$ cat src/rtl/ram_arbiter.sv
// ram_arbiter
// Two-requester round-robin arbiter and sequencer in front of a single-port
// synchronous block RAM with a read latency of one cycle.
// Each requester issues commands over a REQ/GNT handshake. GNT is
// combinational, and a command transfers on any rising edge where REQ and GNT
// are both high. Read data returns on DOUTx with a one-cycle DVALIDx pulse,
// two cycles after the grant edge.
//
// Optional feature (macro RAM_ARB_CLEAR_EN): after every reset the RAM is
// filled with CLEAR_VAL, one word per cycle. READY stays low and no grants
// are issued until the fill is complete.
//
// Ports:
//   CLK, RST          clock and synchronous active-high reset
//   REQx/WEx/ADDRx/DINx  requester x command (x = 0, 1)
//   GNTx              requester x command accepted this cycle
//   DVALIDx/DOUTx     requester x read data and its valid strobe
//   RAM_EN/RAM_WE/RAM_ADDR/RAM_DIN   registered RAM command
//   RAM_DOUT          RAM read data, valid the cycle after a read reaches it
//   READY             high while accepting traffic
module ram_arbiter #(
   parameter int unsigned DATA_W = 8,
   parameter int unsigned ADDR_W = 8,
   parameter logic [DATA_W-1:0] CLEAR_VAL = 8'h00
) (
   input  logic              CLK,
   input  logic              RST,
   input  logic              REQ0,
   input  logic              WE0,
   input  logic [ADDR_W-1:0] ADDR0,
   input  logic [DATA_W-1:0] DIN0,
   output logic              GNT0,
   output logic              DVALID0,
   output logic [DATA_W-1:0] DOUT0,
   input  logic              REQ1,
   input  logic              WE1,
   input  logic [ADDR_W-1:0] ADDR1,
   input  logic [DATA_W-1:0] DIN1,
   output logic              GNT1,
   output logic              DVALID1,
   output logic [DATA_W-1:0] DOUT1,
   output logic              RAM_EN,
   output logic              RAM_WE,
   output logic [ADDR_W-1:0] RAM_ADDR,
   output logic [DATA_W-1:0] RAM_DIN,
   input  logic [DATA_W-1:0] RAM_DOUT,
   output logic              READY
);

   typedef enum logic {ST_CLEAR, ST_RUN} state_e;

   state_e state_q, state_d;
   logic ready_q, ready_d;
   logic last_q, last_d;
   logic ramEn_q, ramEn_d;
   logic ramWe_q, ramWe_d;
   logic [ADDR_W-1:0] ramAddr_q, ramAddr_d;
   logic [DATA_W-1:0] ramDin_q, ramDin_d;
   logic rd1_q, rd1_d;
   logic tag1_q, tag1_d;
   logic rd2_q;
   logic tag2_q;
   logic dvalid0_q, dvalid1_q;
   logic [DATA_W-1:0] dout0_q, dout1_q;
   logic xfer;
   logic owner;

`ifdef RAM_ARB_CLEAR_EN
   logic [ADDR_W-1:0] cnt_q, cnt_d;
`else
   // The fill value only matters when the clear feature is built in.
   logic unusedClearVal;
   assign unusedClearVal = ^CLEAR_VAL;
`endif

   // Arbitration. A port that requests alone always wins. On a tie the port
   // that was not granted most recently wins.
   assign GNT0 = ready_q & REQ0 & (~REQ1 | last_q);
   assign GNT1 = ready_q & REQ1 & (~REQ0 | ~last_q);
   assign xfer  = GNT0 | GNT1;
   assign owner = GNT1;

   // Next-state logic. During the clear the command stage writes CLEAR_VAL to
   // successive addresses. During RUN it takes the granted command, or goes
   // idle. Every read carries its owner tag down a two-stage pipeline, which
   // lines up with the RAM read latency.
   always_comb begin
      state_d   = state_q;
      last_d    = xfer ? owner : last_q;
      ramEn_d   = 1'b0;
      ramWe_d   = 1'b0;
      ramAddr_d = ramAddr_q;
      ramDin_d  = ramDin_q;
      rd1_d     = 1'b0;
      tag1_d    = owner;
`ifdef RAM_ARB_CLEAR_EN
      cnt_d     = cnt_q;
      if (state_q == ST_CLEAR) begin
         ramEn_d   = 1'b1;
         ramWe_d   = 1'b1;
         ramAddr_d = cnt_q;
         ramDin_d  = CLEAR_VAL;
         cnt_d     = cnt_q + 1'b1;
         if (cnt_q == {ADDR_W{1'b1}}) begin
            state_d = ST_RUN;
         end
      end
`endif
      if (xfer) begin
         ramEn_d   = 1'b1;
         ramWe_d   = owner ? WE1 : WE0;
         ramAddr_d = owner ? ADDR1 : ADDR0;
         ramDin_d  = owner ? DIN1 : DIN0;
         rd1_d     = owner ? ~WE1 : ~WE0;
      end
      ready_d = (state_d == ST_RUN);
   end

   // State and pipeline registers. On reset the in-flight reads are flushed
   // and the round-robin pointer is set so that port 0 wins the first tie.
   always_ff @(posedge CLK) begin
      if (RST) begin
`ifdef RAM_ARB_CLEAR_EN
         state_q <= ST_CLEAR;
         cnt_q   <= '0;
`else
         state_q <= ST_RUN;
`endif
         ready_q   <= 1'b0;
         last_q    <= 1'b1;
         ramEn_q   <= 1'b0;
         ramWe_q   <= 1'b0;
         ramAddr_q <= '0;
         ramDin_q  <= '0;
         rd1_q     <= 1'b0;
         tag1_q    <= 1'b0;
         rd2_q     <= 1'b0;
         tag2_q    <= 1'b0;
         dvalid0_q <= 1'b0;
         dvalid1_q <= 1'b0;
         dout0_q   <= '0;
         dout1_q   <= '0;
      end else begin
         state_q <= state_d;
`ifdef RAM_ARB_CLEAR_EN
         cnt_q   <= cnt_d;
`endif
         ready_q   <= ready_d;
         last_q    <= last_d;
         ramEn_q   <= ramEn_d;
         ramWe_q   <= ramWe_d;
         ramAddr_q <= ramAddr_d;
         ramDin_q  <= ramDin_d;
         rd1_q     <= rd1_d;
         tag1_q    <= tag1_d;
         rd2_q     <= rd1_q;
         tag2_q    <= tag1_q;
         dvalid0_q <= rd2_q & ~tag2_q;
         dvalid1_q <= rd2_q & tag2_q;
         if (rd2_q & ~tag2_q) begin
            dout0_q <= RAM_DOUT;
         end
         if (rd2_q & tag2_q) begin
            dout1_q <= RAM_DOUT;
         end
      end
   end

   assign READY    = ready_q;
   assign RAM_EN   = ramEn_q;
   assign RAM_WE   = ramWe_q;
   assign RAM_ADDR = ramAddr_q;
   assign RAM_DIN  = ramDin_q;
   assign DVALID0  = dvalid0_q;
   assign DVALID1  = dvalid1_q;
   assign DOUT0    = dout0_q;
   assign DOUT1    = dout1_q;

endmodule

$ cat config.mk
export PLATFORM = sky130hd
export DESIGN_NAME = ram_arbiter
export DESIGN_NICKNAME = d
export VERILOG_FILES = /design/src/rtl/ram_arbiter.sv
export SDC_FILE = /design/constraint.sdc
export NUM_CORES = 1
export LEC_CHECK = 0
export CAP_MARGIN = 30
export CORE_MARGIN = 1.5
export CORE_UTILIZATION = 41
export CTS_BUF_LIST = sky130_fd_sc_hd__clkbuf_2 sky130_fd_sc_hd__clkbuf_4 sky130_fd_sc_hd__clkbuf_8
export DETAILED_ROUTE_END_ITERATION = 16
export HOLD_SLACK_MARGIN = 0.15
export PLACE_DENSITY = 0.82
export SLEW_MARGIN = 20
export SYNTH_ARGS = -nofsm -noshare
export SYNTH_HDL_FRONTEND = slang
export SYNTH_SLANG_ARGS = --single-unit
$ cat constraint.sdc
create_clock -name CLK -period 1.1 [get_ports CLK]
set_input_delay 0.22 -clock CLK [delete_from_list [all_inputs] [get_ports CLK]]
set_output_delay 0.22 -clock CLK [all_outputs]
set_load 0.02 [all_outputs]
==> reports/results.tsv, run 1 <==
stage	metric	value	unit
synth	synthesis.nets	242	
synth	yosysWarnings	0	
pwr	irDropWorstVdd	736	µV
timing	slew-limit-headroom	0.813	
timing	rsz0062_at_grt	true	
pwr	p_leak	1.10	nW
job	drv_cap	0	
worst_hold_path	hold_class	reg -> reg	
synth	avgSynthCellArea	8.45	µm²
clock_network	clk_latency	0.30	ns
place	dp_hpwl	3.16	mm
place	dp_slack	-0.669	ns
synth	ys_types	24	
synth	ys_seq_elements	42	
global_route	grt_first_pass_wirelength	7.66	mm
timing	period_minus_slack	1.21	ns
global_route	grt_max_degree	22	
clock_network	clkTransAtPathRegs	0.08	ns
timing	setup_ws	-0.107	ns
floorplanning	core.rowCount	22	
synth	synth_edf_count	0	
place	portBuffers	84	
timing	whs	0.443	ns
synth	async_reset_ff_frac	0	
global_route	overflow	0	
worst_setup_path	required	0.88	ns
worst_setup_path	arrival	0.99	ns
run_status	violations	negative setup slack	
floorplanning	core_area	3770	µm²
global_route	grt.total_usage	0.228	
timing	skew	0.00764	ns
timing	setup_viol	6	
clock_network	clock-root-buffer	clkbuf_8	
cells_and_area	fill_cells	309	
floorplanning	dieArea	4430	µm²
cells_and_area	n_antenna_cell	0	
global_route	antenna_found_initial	0	
synth	syn_area	1660	µm²
global_route	grt_pass1_vias	1714	
cells_and_area	area_growth_syn_to_layout	60.1	%
detailed_routing	wl_per_cell	14.3	µm
timing	maxSlewViolCount	0	
floorplanning	pin_count	85	
worst_setup_path	crit_type	reg -> out	
worst_setup_path	worstSetupEndpointType	primary output	
detailed_routing	routed_wl	4.89	mm
synth	syn_inst	196	
clock_network	cts_tree	built	
timing	worst_slew_pin_slew	0.280	ns
clock_network	cts_inserted_buffers	5	
worst_setup_path	critPathMaxFanout	4	
clock_network	cts_buffer_depth	2	
pwr	power	3.32	mW
clock_network	clock-sinks	42	
detailed_routing	vias	1841	
run_status	status	finished, violations left	
synth	ys.flop_type	dfxtp_1	
detailed_routing	drt_iter0_markers	107	
floorplanning	die_h	66.6	µm
detailed_routing	dr.pass1.iters	4	
detailed_routing	avgViaCountPerCell	5.38	
clock_network	htreeDepth	2	
cells_and_area	drive_gt1_frac	0.323	
clock_network	hold_buffers	0	
cells_and_area	regArea	848	µm²
timing	fin_crit_sh	1.10	
cells_and_area	nets	339	
cells_and_area	multiInputGateArea	764	µm²
floorplanning	start_util	0.439	
floorplanning	fp.dieW	66.6	µm
detailed_routing	detail-route-antenna-nets	0	
detailed_routing	drc	0	
timing	max_freq	829	MHz
synth	yosysSeqAreaShare	0.508	
place	gp_congestion	0.749	
pwr	pwr_density_cell	1250	nW/µm²
worst_setup_path	cp-start-kind	flip-flop	
timing	finalHoldViolCount	0	
==> worst paths after layout <==
kind	start	end	slack, ns	depth (start not counted)
worst max-delay path	last_q	GNT1	-0.11	3
worst min-delay path	tag1_q	tag2_q	0.44	1
worst max register to register	READY	RAM_WE	-0.05	5
worst min register to register	tag1_q	tag2_q	0.44	1
==> metrics by stage <==
step,util,instances,TNS [ns],area (µm²)
global placement,0.692,329,-11.44,2610
detailed placement,0.692,329,-12.03,2610
finish,0.703,342,-0.338,2650
floorplan,-,196,0,1670
global route,0.703,342,-0.665,2650
CTS,0.694,342,-0.405,2620
==> layout make-up <==
cell class              instances  share of cell area
multi-input cells             135               0.288
inverters                       2             0.00283
clock buffers                   6              0.0311
well taps                      48              0.0226
clock inverters                 2             0.00472
repair buffers                107               0.331
flip-flops and latches         42               0.320
==> cells in the mapped netlist (2+ instances only) <==
library cell / n / area [µm²]
clkbuf_1: 3 / 11.3
nor2_1: 3 / 11.3
a31oi_1: 16 / 100
dfxtp_1: 42 / 841
a21oi_1: 17 / 85.1
nor2b_1: 3 / 18.8
inv_1: 2 / 7.51
o21ai_0: 25 / 125
and2_1: 3 / 18.8
buf_2: 8 / 40.0
o21ai_2: 8 / 70.1
buf_6: 2 / 22.5
nand2_1: 29 / 109
nand3_1: 25 / 125
==> flip-flops by register name (all words and copies together) (netlist names) <==
signal	count
READY	1
last_q	1
DVALID0	1
rd1_q	1
tag1_q	1
tag2_q	1
DOUT1	8
RAM_DIN	8
rd2_q	1
DVALID1	1
DOUT0	8
RAM_EN	1
RAM_WE	1
RAM_ADDR	8
==> critical path: stages, from the launching register on <==
cell and delay, ns:
dfxtp_4 0.36, and2_4 0.15, nor2_4 0.07, buf_6 0.12
==> cells in the final DEF, fill, tap and decap left out, drive strengths merged <==
cell type	count
nor2b	3
and2	3
o21a	1
dlygate4sd2	2
clkinvlp	1
a31oi	16
a21oi	17
clkinv	1
o211ai	1
nor3	1
a21boi	1
nor2	3
nand2b	1
clkdlybuf4s50	43
and3	1
inv	2
o21ai	33
dfxtp	42
clkbuf	6
nand2	29
nand3	25
buf	62
==> logic make-up (layout without fill, tap and decap cells) <==
group           count (synthesis)  count (layout)  synth area share
compound gates                 69              69             0.243
flops                          42              42             0.508
buf+inv                        19             117            0.0680
simple gates                   66              66             0.181
==> power breakdown <==
| part | leakage, nW | total, mW | internal (mW) | switching (mW) |
|---|---|---|---|---|
| registers | 0.344 | 1.62 | 1.58 | 0.0369 |
| logic | 0.704 | 0.664 | 0.335 | 0.329 |
| clock network | 0.0472 | 1.03 | 0.504 | 0.527 |
==> metal layers <==
layer / vias up / GRT usage / part of all wire
met1: 857 / 0.263 / 0.40
met4: 0 / 0.0689 / 0.0086
li1: 886 / - / -
met5: - / 0 / 0
met3: 5 / 0.0980 / 0.097
met2: 93 / 0.383 / 0.49
==> timing repair <==
item / in CTS / in global routing
gates cloned: 3 / 0
setup endpoints to repair: 58 / 30
pin swaps: 0 / 8
buffers inserted: 2 / 1
gates resized for setup: 180 / 27
Note: power is estimated with default switching activity, not from simulation.
==> run 2: changes to the inputs <==
PLACE_DENSITY = 0.87   (was 0.82)
==> run 2 against run 1 <==
  * The run still ends with negative setup slack left
  * Worst hold slack gained 0.0085 ns
  * Worst setup slack lost 0.051 ns
  * Maximum frequency shrank 4.1%
  * Clock skew is essentially flat
  * Count of clock-buffer cells in the layout grew 1
  * Clock power shrank 8%
  * Die area is the same
  * Register-to-register slack lost 0.11 ns
  * Sequential power is essentially flat
  * Critical path type is now reg -> reg
  * Largest cell class unchanged
  * Largest power group unchanged
==> reports/results.tsv, run 2 (synthesized netlist as in run 1, its figures left out) <==
stage	metric	value	unit
cells_and_area	final_common_cell	clkdlybuf4s50_1	
global_route	antenna_found_initial	0	
cells_and_area	nets	339	
place	gp_congestion	0.744	
place	postPlaceCellArea	2650	µm²
cells_and_area	final_cell_mix	clkdlybuf4s50_1 (43), dfxtp_1 (40), buf_2 (36), nand2_1 (26), o21ai_0 (23)	
clock_network	clock-root-buffer	clkbuf_8	
floorplanning	start_util	0.439	
clock_network	cts_buffer_depth	2	
worst_setup_path	arrival	1.43	ns
worst_setup_path	critPathMaxFanout	9	
floorplanning	pin_count	85	
worst_setup_path	worstSetupEndpointType	flip-flop	
timing	skew	0.00742	ns
detailed_routing	detail-route-antenna-nets	0	
run_status	violations	negative setup slack	
place	dp_hpwl	3.36	mm
timing	maxSlewViolCount	0	
floorplanning	core.rowCount	22	
pwr	pwr_density_cell	1220	nW/µm²
detailed_routing	routed_wl	5.03	mm
worst_setup_path	worstRegToRegCells	4	
timing	setup_viol	12	
timing	rsz0062_at_grt	true	
cells_and_area	fill_cells	303	
global_route	grt_max_degree	22	
worst_setup_path	cp-start-kind	flip-flop	
detailed_routing	dr.pass1.iters	7	
cells_and_area	final_area	2670	µm²
global_route	grt.total_usage	0.232	
worst_setup_path	r2r_start	READY	
clock_network	clock-sinks	42	
run_status	status	finished, violations left	
clock_network	clk_latency	0.29	ns
clock_network	clkTransAtPathRegs	0.07	ns
worst_setup_path	r2r_slack	-0.16	ns
clock_network	htreeDepth	2	
pwr	irDropWorstVdd	752	µV
worst_setup_path	cp-endpoint	RAM_DIN[5]	
worst_setup_path	required	1.27	ns
cells_and_area	n_antenna_cell	0	
place	dp_slack	-0.679	ns
timing	setup_ws	-0.158	ns
detailed_routing	drt_iter0_markers	117	
global_route	grt_first_pass_wirelength	7.73	mm
global_route	grt_pass1_vias	1685	
clock_network	cts_tree	built	
worst_setup_path	critPathLaunch	READY	
timing	fin_crit_sh	1.14	
detailed_routing	vias	1798	
place	portBuffers	84	
detailed_routing	wl_per_cell	14.8	µm
cells_and_area	drive_gt1_frac	0.324	
timing	max_freq	795	MHz
cells_and_area	final_core_utilization	0.709	
detailed_routing	avgViaCountPerCell	5.27	
floorplanning	die_h	66.6	µm
floorplanning	dieArea	4430	µm²
timing	worst_slew_pin_slew	0.287	ns
timing	slew-limit-headroom	0.807	
timing	period_minus_slack	1.26	ns
job	drv_cap	0	
floorplanning	fp.dieW	66.6	µm
pwr	p_leak	1.11	nW
worst_setup_path	crit_type	reg -> reg	
pwr	power	3.26	mW
floorplanning	core_area	3770	µm²
worst_hold_path	hold_class	reg -> reg	
timing	finalHoldViolCount	0	
cells_and_area	area_growth_syn_to_layout	61.3	%
worst_setup_path	reg2reg_to	RAM_DIN[5]	
detailed_routing	drc	0	
global_route	overflow	0	
clock_network	cts_inserted_buffers	5	
run 2: layer usage:
layer	part of all wire	track usage	up-vias
met5	0	0	-
met4	0.0089	0.0791	0
met3	0.086	0.0878	4
met2	0.52	0.404	82
met1	0.39	0.258	822
li1	-	-	890
run 2: timing repair:
| item | 4_1_cts | 5_1_grt |
|---|---|---|
| setup endpoints to repair | 58 | 31 |
| hold buffers | 0 | 0 |
| buffers inserted | 3 | 1 |
| gates cloned | 1 | 0 |
| resized for setup | 169 | 21 |
| pin swaps | 0 | 4 |
run 2: worst max-delay path, stage by stage (launching register included):
cell and delay (ns):
dfxtp_4 0.37, o21a_2 0.16, bufbuf_16 0.28, o21ai_0 0.26
a31oi_1 0.07
run 2: how the worst min path moves through the flow:
| stage | startpoint | to | slack (ns) | depth (start not counted) |
|---|---|---|---|---|
| 5_1_grt | rd1_q | rd2_q | 0.47 | 1 |
| 4_1_cts | tag1_q | tag2_q | 0.46 | 1 |
| 2_1_floorplan | RST | tag2_q | 0.29 | 1 |
| 6_report | DOUT1[3] | DOUT1[3] | 0.45 | 2 |
| 3_3_place_gp | tag1_q | tag2_q | 0.42 | 1 |
| 3_5_place_dp | tag1_q | tag2_q | 0.44 | 1 |
run 2: metrics by stage:
step / hold WS [ns] / std cells / setup TNS [ns]
4_1_cts: 0.456 / 340 / -0.493
3_5_place_dp: 0.437 / 329 / -12.61
3_3_place_gp: 0.417 / 329 / -11.27
2_1_floorplan: 0.292 / 196 / 0
6_report: 0.452 / 341 / -0.571
5_1_grt: 0.466 / 341 / -1.54
run 2: area by class of cell:
type,instances,area [µm²],share of cell area
Sequential cell,42,846,0.316
Multi-Input combinational cell,135,758,0.284
Timing Repair Buffer,107,917,0.343
Tap cell,48,60.1,0.0225
Inverter,2,7.51,0.00281
Clock buffer,7,83.8,0.0314
run 2: power breakdown:
group / internal [mW] / switching (mW)
sequential: 1.59 / 0.0377
clock: 0.486 / 0.466
combinational: 0.353 / 0.328
total: 2.43 / 0.832
==> RTL change, RTL diff (config.mk and constraints of run 2) <==
Set the parameter `DATA_W` to 9 (it was 8).
--- a/src/rtl/ram_arbiter.sv
+++ b/src/rtl/ram_arbiter.sv
@@ -20,5 +20,5 @@
 //   READY             high while accepting traffic
 module ram_arbiter #(
-   parameter int unsigned DATA_W = 8,
+   parameter int unsigned DATA_W = 9,
    parameter int unsigned ADDR_W = 8,
    parameter logic [DATA_W-1:0] CLEAR_VAL = 8'h00
Interface: changed (6 resized); port bits go from 85 to 91. No check against the original RTL was run, so the function may have changed too.
==> RTL change against run 2 <==
Routed wire length increased by 12%; synthesized area increased by 6.3%; sequential cell count increased by 3; critical endpoint is now GNT1; combinational power increased by 12%; die area increased by 6.1%; total power increased by 23%; the run still ends with negative setup slack left; sequential power increased by 7%; final area increased by 10%; largest power group unchanged; worst setup slack improved by 0.042 ns.
==> RTL change: results (changes against run 2) <==
{
  "static-leakage-power": {"value": 0.001204, "unit": "µW", "change": "was 0.001112 µW"},
  "share_of_final_layout_standard_cells_stronger_than_drive_strength_1": {"value": 33.23, "unit": "%", "change": "was 32.42%"},
  "clk_pin_slew": {"value": 0.09, "unit": "ns", "change": "was 0.07 ns"},
  "final_critical_path_setup_slack": {"value": -0.1156, "unit": "ns", "change": "was -0.1580 ns"},
  "cpPeakStageDelay": {"value": 0.35, "unit": "ns", "change": "was 0.37 ns"},
  "wl_met3": {"value": 565, "unit": "µm", "change": "was 435 µm"},
  "min_delay_path_depth": {"value": 1, "change": "was 2"},
  "net_count_of_the_mapped_netlist": {"value": 259, "change": "was 242"},
  "dp_hpwl": {"value": 3604, "unit": "µm", "change": "was 3364 µm"},
  "groute.usage.overall": {"value": 24.08, "unit": "%", "change": "was 23.21%"},
  "source_of_the_worst_hold_timing_path": {"value": "tag1_q", "change": "was DOUT1[3]"},
  "count_of_cells_along_the_worst_register_to_register_path": {"value": 5, "change": "was 4"},
  "yosys.cell_types.count": {"value": 26, "change": "was 24"},
  "placement.setup.worst_slack": {"value": -0.7391, "unit": "ns", "change": "was -0.6790 ns"},
  "drt-wirelength-per-cell": {"value": 15.34, "unit": "µm", "change": "was 14.75 µm"},
  "rr_endpoint": {"value": "RAM_DIN[1]", "change": "was RAM_DIN[5]"},
  "failing_checks": {"value": "negative setup slack", "change": "unchanged"},
  "share_of_synthesized_area_occupied_by_flip_flops_and_latches": {"value": 51.14, "unit": "%", "change": "was 50.76%"},
  "place.port_buffers": {"value": 90, "change": "was 84"},
  "met2WireLength": {"value": 2774, "unit": "µm", "change": "was 2594 µm"},
  "outcome": {"value": "complete, but fails checks", "change": "unchanged"},
  "report.final.setup_viol": {"value": 19, "change": "was 12"},
  "worst_path_max_delay_cell": {"value": "sky130_fd_sc_hd__dfxtp_2", "change": "was sky130_fd_sc_hd__dfxtp_4"},
  "transition_time_at_the_pin_with_the_least_slew_margin": {"value": 0.3234, "unit": "ns", "change": "was 0.2869 ns"},
  "critical_path.max_fanout": {"value": 4, "change": "was 9"},
  "hold-path-endpoint": {"value": "tag2_q", "change": "was DOUT1[3]"},
  "vdd_ir_drop_max": {"value": 885.4, "unit": "µV", "change": "was 752.0 µV"},
  "vias": {"value": 1965, "change": "was 1,798"},
  "m1WireLength": {"value": 2186, "unit": "µm", "change": "was 1954 µm"},
  "grt_max_degree": {"value": 24, "change": "was 22"},
  "grt_first_pass_wirelength": {"value": 8211, "unit": "µm", "change": "was 7734 µm"},
  "layout_skew": {"value": 0.007191, "unit": "ns", "change": "was 0.007422 ns"},
  "crit_path_max_delay_family": {"value": "flip-flops", "change": "was compound AO/OA/AOI/OAI gates"}
}
## RTL change: kinds of logic (layout without fill, tap and decap cells)
| kind of cell | count (synthesis) | in the layout | share of synthesized area [%] |
|---|---|---|---|
| and+or+nand+nor | 72 | 72 | 19.11 |
| buffers and inverters | 19 | 125 | 7.031 |
| AOI/OAI and AO/OA | 74 | 74 | 22.73 |
| DFF | 45 | 45 | 51.14 |
## RTL change: metal layers
| metal | track usage (%) | vias to the layer above |
|---|---|---|
| met5 | 0 | - |
| met4 | 10.75 | 0 |
| met3 | 9.091 | 9 |
| met2 | 39.90 | 98 |
| met1 | 27.47 | 915 |
| li1 | - | 943 |
## RTL change: report_power, final
group | switching, µW | total [µW] | internal [µW]
Sequential | 42.0 | 1740 | 1700
Clock | 582 | 1500 | 914
Combinational | 373 | 761 | 388
## RTL change: timing repair
action | in CTS | in global routing
buffers inserted | 5 | 0
cloned | 2 | 0
resized for setup | 199 | 16
setup endpoints to repair | 62 | 27
pin swaps | 3 | 7
hold buffers | 0 | 0
## RTL change: cell type report
class	count	area, µm²
clock buffers	5	68.82
clock inverters	3	68.82
fillers	308	1110
inverters	2	7.507
multi-input cells	146	862.1
flip-flops and latches	45	907.1
well taps	50	62.56
repair buffers	115	970.9
## RTL change: how the worst max path moves through the flow
stage,startpoint,endpoint
floorplan,READY,GNT1
CTS,READY,GNT0
global route,READY,GNT0
detailed placement,REQ0,GNT1
finish,last_q,GNT1
global placement,REQ0,GNT1
## RTL change: stage by stage
| step | TNS (ns) | instances | area (µm²) | hold WS, ns | total power, µW |
|---|---|---|---|---|---|
| floorplan | 0 | 210 | 1770 | 0.2916 | 2068 |
| global placement | -12.57 | 351 | 2778 | 0.4183 | 2456 |
| detailed placement | -13.64 | 351 | 2778 | 0.4270 | 2466 |
| CTS | -0.6859 | 366 | 2895 | 0.4413 | 3976 |
| global route | -1.787 | 366 | 2948 | 0.4528 | 4164 |
| finish | -0.9153 | 366 | 2948 | 0.4398 | 3998 |
